### src/rtl/masked_chi_toffoli_iter_if.sv
// rtl/masked_chi_toffoli_iter_if.sv - row-in / row-out handshake bundle for the masked chi block
interface masked_chi_toffoli_iter_if #(
    parameter int N = 5
);
    logic         in_valid;
    logic         in_ready;
    logic [N-1:0] share0_in;
    logic [N-1:0] share1_in;
    logic         out_valid;
    logic         out_ready;
    logic [N-1:0] share0_out;
    logic [N-1:0] share1_out;

    modport master (
        output in_valid, share0_in, share1_in, out_ready,
        input  in_ready, out_valid, share0_out, share1_out
    );

    modport slave (
        input  in_valid, share0_in, share1_in, out_ready,
        output in_ready, out_valid, share0_out, share1_out
    );
endinterface

### src/rtl/masked_chi_toffoli_iter.sv
// rtl/masked_chi_toffoli_iter.sv - iterative 2-share masked chi, one Toffoli step per two cycles
module masked_chi_toffoli_iter #(
    parameter int N     = 5,
    parameter int CNT_W = $clog2(N)
) (
    input  logic                      clk,
    input  logic                      rst,
    masked_chi_toffoli_iter_if.slave  bus
);
    typedef enum logic [1:0] {IDLE, PH_A, PH_B, DONE} state_t;

    localparam logic [CNT_W-1:0] LAST   = CNT_W'(N - 1);
    localparam logic [CNT_W-1:0] PENULT = CNT_W'(N - 2);

    state_t           state;
    logic [CNT_W-1:0] step;
    logic [N-1:0]     r0;
    logic [N-1:0]     r1;
    // Saved x_0 / x_1, index [0] = share 0, [1] = share 1; the row copies get
    // overwritten with y_0 / y_1 before the last two steps need them.
    logic [1:0]       sav_x0;
    logic [1:0]       sav_x1;
    logic             p0;
    logic             p1;
    logic             in_ready_q;
    logic             out_valid_q;
    logic [N-1:0]     out0_q;
    logic [N-1:0]     out1_q;

    logic a0, a1, b0, b1, c0, c1;
    logic y0, y1;

    assign bus.in_ready   = in_ready_q;
    assign bus.out_valid  = out_valid_q;
    assign bus.share0_out = out0_q;
    assign bus.share1_out = out1_q;

    // Operand select: the last two steps wrap around onto the saved x_0 / x_1
    always_comb begin
        a0 = r0[0];
        a1 = r1[0];
        b0 = r0[1];
        b1 = r1[1];
        c0 = r0[2];
        c1 = r1[2];
        if (step == LAST) begin
            b0 = sav_x0[0];
            b1 = sav_x0[1];
            c0 = sav_x1[0];
            c1 = sav_x1[1];
        end else if (step == PENULT) begin
            c0 = sav_x0[0];
            c1 = sav_x0[1];
        end
    end

    // Second half of the Toffoli: only share 0 of c meets the registered partials
    always_comb begin
        y0 = p0 ^ (c0 & ~b0);
        y1 = p1 ^ (c0 & b1);
    end

    // Control FSM and datapath registers
    always_ff @(posedge clk or posedge rst) begin
        if (rst) begin
            state       <= IDLE;
            step        <= '0;
            r0          <= '0;
            r1          <= '0;
            sav_x0      <= '0;
            sav_x1      <= '0;
            p0          <= 1'b0;
            p1          <= 1'b0;
            in_ready_q  <= 1'b0;
            out_valid_q <= 1'b0;
            out0_q      <= '0;
            out1_q      <= '0;
        end else begin
            case (state)
                IDLE: begin
                    in_ready_q <= 1'b1;
                    if (bus.in_valid && in_ready_q) begin
                        r0         <= bus.share0_in;
                        r1         <= bus.share1_in;
                        sav_x0     <= {bus.share1_in[0], bus.share0_in[0]};
                        sav_x1     <= {bus.share1_in[1], bus.share0_in[1]};
                        step       <= '0;
                        in_ready_q <= 1'b0;
                        state      <= PH_A;
                    end
                end
                PH_A: begin
                    // Share 1 of c only; registered before share 0 is folded in
                    p0    <= a0 ^ (c1 & ~b0);
                    p1    <= a1 ^ (c1 & b1);
                    state <= PH_B;
                end
                PH_B: begin
                    r0 <= {y0, r0[N-1:1]};
                    r1 <= {y1, r1[N-1:1]};
                    if (step == LAST) begin
                        step        <= '0;
                        out0_q      <= {y0, r0[N-1:1]};
                        out1_q      <= {y1, r1[N-1:1]};
                        out_valid_q <= 1'b1;
                        state       <= DONE;
                    end else begin
                        step  <= step + 1'b1;
                        state <= PH_A;
                    end
                end
                DONE: begin
                    if (bus.out_ready) begin
                        out_valid_q <= 1'b0;
                        in_ready_q  <= 1'b1;
                        state       <= IDLE;
                    end
                end
                default: state <= IDLE;
            endcase
        end
    end
endmodule

### src/flat_wrapper.sv
// flat-port wrapper written by rule: the top's interface ports become plain ports
module masked_chi_toffoli_iter_flat 
#(
    parameter int N     = 5,
    parameter int CNT_W = $clog2(N)
)
  (clk, rst, bus_in_valid, bus_share0_in, bus_share1_in, bus_out_ready, bus_in_ready, bus_out_valid, bus_share0_out, bus_share1_out);
  masked_chi_toffoli_iter_if #(.N(N)) bus_i ();
  input  logic clk;
  input  logic rst;
  input wire logic [$bits(bus_i.in_valid)-1:0] bus_in_valid;
  input wire logic [$bits(bus_i.share0_in)-1:0] bus_share0_in;
  input wire logic [$bits(bus_i.share1_in)-1:0] bus_share1_in;
  input wire logic [$bits(bus_i.out_ready)-1:0] bus_out_ready;
  output wire logic [$bits(bus_i.in_ready)-1:0] bus_in_ready;
  output wire logic [$bits(bus_i.out_valid)-1:0] bus_out_valid;
  output wire logic [$bits(bus_i.share0_out)-1:0] bus_share0_out;
  output wire logic [$bits(bus_i.share1_out)-1:0] bus_share1_out;
  assign bus_i.in_valid = bus_in_valid;
  assign bus_i.share0_in = bus_share0_in;
  assign bus_i.share1_in = bus_share1_in;
  assign bus_i.out_ready = bus_out_ready;
  assign bus_in_ready = bus_i.in_ready;
  assign bus_out_valid = bus_i.out_valid;
  assign bus_share0_out = bus_i.share0_out;
  assign bus_share1_out = bus_i.share1_out;
  masked_chi_toffoli_iter #(.N(N), .CNT_W(CNT_W)) u_core (.clk(clk), .rst(rst), .bus(bus_i));
endmodule
### config.mk
export PLATFORM = sky130hd
export DESIGN_NAME = masked_chi_toffoli_iter_flat
export DESIGN_NICKNAME = d
export VERILOG_FILES = /design/src/rtl/masked_chi_toffoli_iter_if.sv /design/src/rtl/masked_chi_toffoli_iter.sv /design/src/flat_wrapper.sv
export SDC_FILE = /design/constraint.sdc
export NUM_CORES = 1
export LEC_CHECK = 0
export ABC_AREA = 1
export BUFFER_PORTS_ARGS = -buffer_cell sky130_fd_sc_hd__buf_2
export CORE_ASPECT_RATIO = 0.5
export CORE_MARGIN = 5
export CORE_UTILIZATION = 55
export DETAILED_ROUTE_END_ITERATION = 7
export PLACE_DENSITY = 0.85
export SKIP_LAST_GASP = 1
export SYNTH_ARGS = -nofsm -noshare
export SYNTH_HDL_FRONTEND = slang
export SYNTH_SLANG_ARGS = --single-unit
### constraint.sdc
create_clock -name clk -period 2.9 [get_ports clk]
set_input_delay 0.145 -clock clk [delete_from_list [all_inputs] [get_ports clk]]
set_output_delay 0.145 -clock clk [all_outputs]
set_load 0.02 [all_outputs]
==> impl_metrics.env <==
export IMPL_ys_warnings_count=0
export IMPL_drtIter0Drc=92
export IMPL_fp_dieW_um=88.1
export IMPL_async_flop_share=1.00
export IMPL_synth_top_cell_area_share=0.492
export IMPL_synth_simple_gate_area_frac=0.225
export IMPL_wl_mm=3.40
export IMPL_synth_top_family_by_area="simple AND/OR/NAND/NOR gates"
export IMPL_timing_fmax_mhz=591
export IMPL_first_pass_iters=4
export IMPL_antenna_found_initial=0
export IMPL_place_congestion=0.832
export IMPL_io_pin_count=26
export IMPL_worst_hold_slack_ps=102
export IMPL_fin_setup_tns_ps=0
export IMPL_io_buffers=25
export IMPL_ys_flop_type="dfrtp_1"
export IMPL_cts_tree="done"
export IMPL_multi_input_area_um2=689
export IMPL_worstSetupPathType="reg -> reg"
export IMPL_synth_top_cells_by_count="54 x nand2_1, 33 x dfrtp_1, 24 x inv_1"
export IMPL_synth_cell_types=25
export IMPL_synth_edf_count=0
export IMPL_nets=230
export IMPL_cts_num_sinks=33
export IMPL_slew_violations=0
export IMPL_power_mw=2.09
export IMPL_placed_area_um2=1810
export IMPL_drtAntennaViolNets=0
export IMPL_dr_wl_met2_mm=1.45
export IMPL_met3_wirelength_um=352
export IMPL_max_cap_viol_count=0
export IMPL_n_antenna_cell=0
export IMPL_grt_first_pass_wirelength_mm=6.14
export IMPL_dp_cells=245
export IMPL_clk_path_buf_depth=2
export IMPL_setup_violations=0
export IMPL_dp_hpwl_mm=2.47
export IMPL_synthMuxAreaShare=0
export IMPL_critPathBufInv=2
export IMPL_yosys_area_share_adder=0.0224
export IMPL_syn_avg_cell_area_um2=9.18
export IMPL_worst_pin_slew_ps=420
export IMPL_highest_layer="met4"
export IMPL_critPathSlowestCell="dfrtp_1"
export IMPL_hold_class="in -> reg"
export IMPL_synthesis_area_um2=1680
export IMPL_nFillCells=233
export IMPL_cellPowerDensity_nw_per_um2=1100
export IMPL_fin_crit_sh=0.584
export IMPL_crit_path_end_kind="flip-flop"
export IMPL_cp_top_family="simple AND/OR/NAND/NOR gates"
export IMPL_syn_inst=183
export IMPL_grt_overflow_total=0
export IMPL_peakVddDrop_uv=450
export IMPL_h_tree_depth=2
export IMPL_outcome="finished clean"
export IMPL_syn_to_final_growth_pct=13.0
export IMPL_dieArea_um2=4330
export IMPL_clk_latency_ps=280
export IMPL_drcViolationCount=0
export IMPL_grt_util_all_layers=0.182
export IMPL_wl_met1_mm=1.55
export IMPL_die_y_um=49.1
export IMPL_cts_root_buf="clkbuf_8"
export IMPL_cpPeakStageDelay_ps=360
export IMPL_syn_nets=200
export IMPL_crit_fanout=7
export IMPL_synth_compound_area_share=0.163
export IMPL_startpoint_type="flip-flop"
export IMPL_timing_critical_path_mode_cell="nand2_1"
export IMPL_crit_required_ps=3070
export IMPL_arrival_ps=1860
export IMPL_regArea_um2=826
export IMPL_clock_skew_ps=3.19
export IMPL_p_leak_nw=0.949
export IMPL_stdcell_count=252
export IMPL_initial_utilization=0.567
export IMPL_vias_per_cell=5.27
export IMPL_fin_crit_ps=1690
export IMPL_synth_most_common_cell="nand2_1"
export IMPL_maxSlewHeadroom=0.720
export IMPL_core_region_area_um2=2960
export IMPL_synth_area_leaders="dfrtp_1 49%, nand2_1 12%, o21ai_2 7.3%"
export IMPL_synth_top_area_cell="dfrtp_1"
export IMPL_clk_pin_slew_worst_paths_ps=60
export IMPL_ys_seq_elements=33
export IMPL_grt_max_degree=34
export IMPL_grt_pass1_vias=1384
export IMPL_rows=14
export IMPL_final_cell_area_um2=1900
export IMPL_rsz0062_at_grt="no"
export IMPL_finalHoldViolations=0
export IMPL_routedWlPerCell_um=13.5
export IMPL_cts_buffers=5
export IMPL_drive_above_1_share=0.283
export IMPL_ys_seq_area_frac=0.492
export IMPL_synth_xor_xnor_area_share=0
export IMPL_via_count=1329
export IMPL_crit_chain="inv_1 -> ha_1 -> nand2_1 -> inv_1 -> nand2_1 -> nand3_1 -> nand2_1 -> nand3_1 -> nand2_1 -> nand2_1"
[placed cells by master, fill, tap and decap left out]
master / netlist / final
buf_2: 1 / 25
inv_2: 3 / 3
clkinv_2: 0 / 1
nor2_4: 4 / 4
nor3_1: 1 / 1
o21bai_1: 1 / 1
nand2_4: 1 / 1
nand4_1: 4 / 4
nor2_1: 5 / 5
a21oi_1: 1 / 1
nand2_1: 54 / 54
o21ai_2: 14 / 14
inv_6: 1 / 1
o221ai_2: 2 / 2
inv_1: 24 / 24
o21ai_0: 7 / 7
buf_4: 0 / 1
nand3_1: 14 / 14
ha_1: 3 / 3
o221ai_4: 1 / 1
o221ai_1: 1 / 1
clkbuf_8: 0 / 5
o32ai_2: 1 / 1
o211ai_1: 3 / 3
dlygate4sd3_1: 0 / 1
dfrtp_1: 33 / 33
inv_4: 1 / 1
[flip-flops by register name (all words and copies together), names as in the netlist]
name and flops:
u_core.sav_x0 2, u_core.bus.share1_out 5, u_core.bus.share0_out 5, u_core.p1 1, u_core.p0 1, u_core.sav_x1 2, u_core.r1 5, u_core.state 2
u_core.bus.out_valid 1, u_core.r0 5, u_core.step 3, u_core.bus.in_ready 1
[worst min-delay path, stage by stage]
cell	delay [ps]
buf_2	80
nand2_1	60
o221ai_2	60
[metrics by stage]
| step | util | setup WS [ps] |
|---|---|---|
| global route | 0.641 | 1040 |
| detailed placement | 0.613 | 1240 |
| CTS | 0.641 | 1230 |
| global placement | 0.613 | 1380 |
| finish | 0.641 | 1210 |
| floorplan | - | 1470 |
[cell type report]
cell class,instances,area share
Clock buffer,5,0.0363
Inverter,29,0.0613
Clock inverter,1,0.00264
Sequential cell,33,0.435
Tap cell,40,0.0264
Timing Repair Buffer,27,0.0751
Multi-Input combinational cell,117,0.363
[cell families (layout without fill, tap and decap cells)]
logic type	count (synthesis)	after routing
compound gates	31	31
fa+ha+maj	3	3
buf+inv	33	62
flops	33	33
simple gates	83	83
[power by group]
group	internal, mW	switching, mW	total (mW)	leakage, nW
clock	0.158	0.154	0.311	0.0399
sequential	0.663	0.115	0.777	0.391
combinational	0.334	0.666	1.00	0.518
total	1.15	0.935	2.09	0.949
[per-layer routing]
metal	GRT usage	up-vias
met5	0	-
met4	0.0804	0
met3	0.0556	7
met2	0.269	55
met1	0.245	612
li1	-	655
[final timing paths]
kind                                                              to  slack, ps  depth (start not counted)                            startpoint
worst min-delay path                        u_core.r0[0]$_DFFE_PP0P_        100                          3                      bus_share0_in[0]
worst min register to register  u_core.bus.share1_out[1]$_DFFE_PP0P_        480                          2  u_core.bus.share1_out[1]$_DFFE_PP0P_
worst max register to register              u_core.r1[4]$_DFFE_PP0P_       1210                         10            u_core.step[0]$_DFFE_PP0P_
min in group asynchronous       u_core.bus.share0_out[2]$_DFFE_PP0P_        490                          4                                   rst
max in group asynchronous                 u_core.step[1]$_DFFE_PP0P_       2100                          4                                   rst
worst max-delay path                        u_core.r1[4]$_DFFE_PP0P_       1210                         10            u_core.step[0]$_DFFE_PP0P_
[timing repair]
action                     in CTS  in global routing
resized for setup               0                  0
hold endpoints to repair       33                  0
hold buffers                    1                  0
setup endpoints to repair       0                  0
setup buffers                   0                  0
No activity file was read; power rests on OpenSTA's default activity.
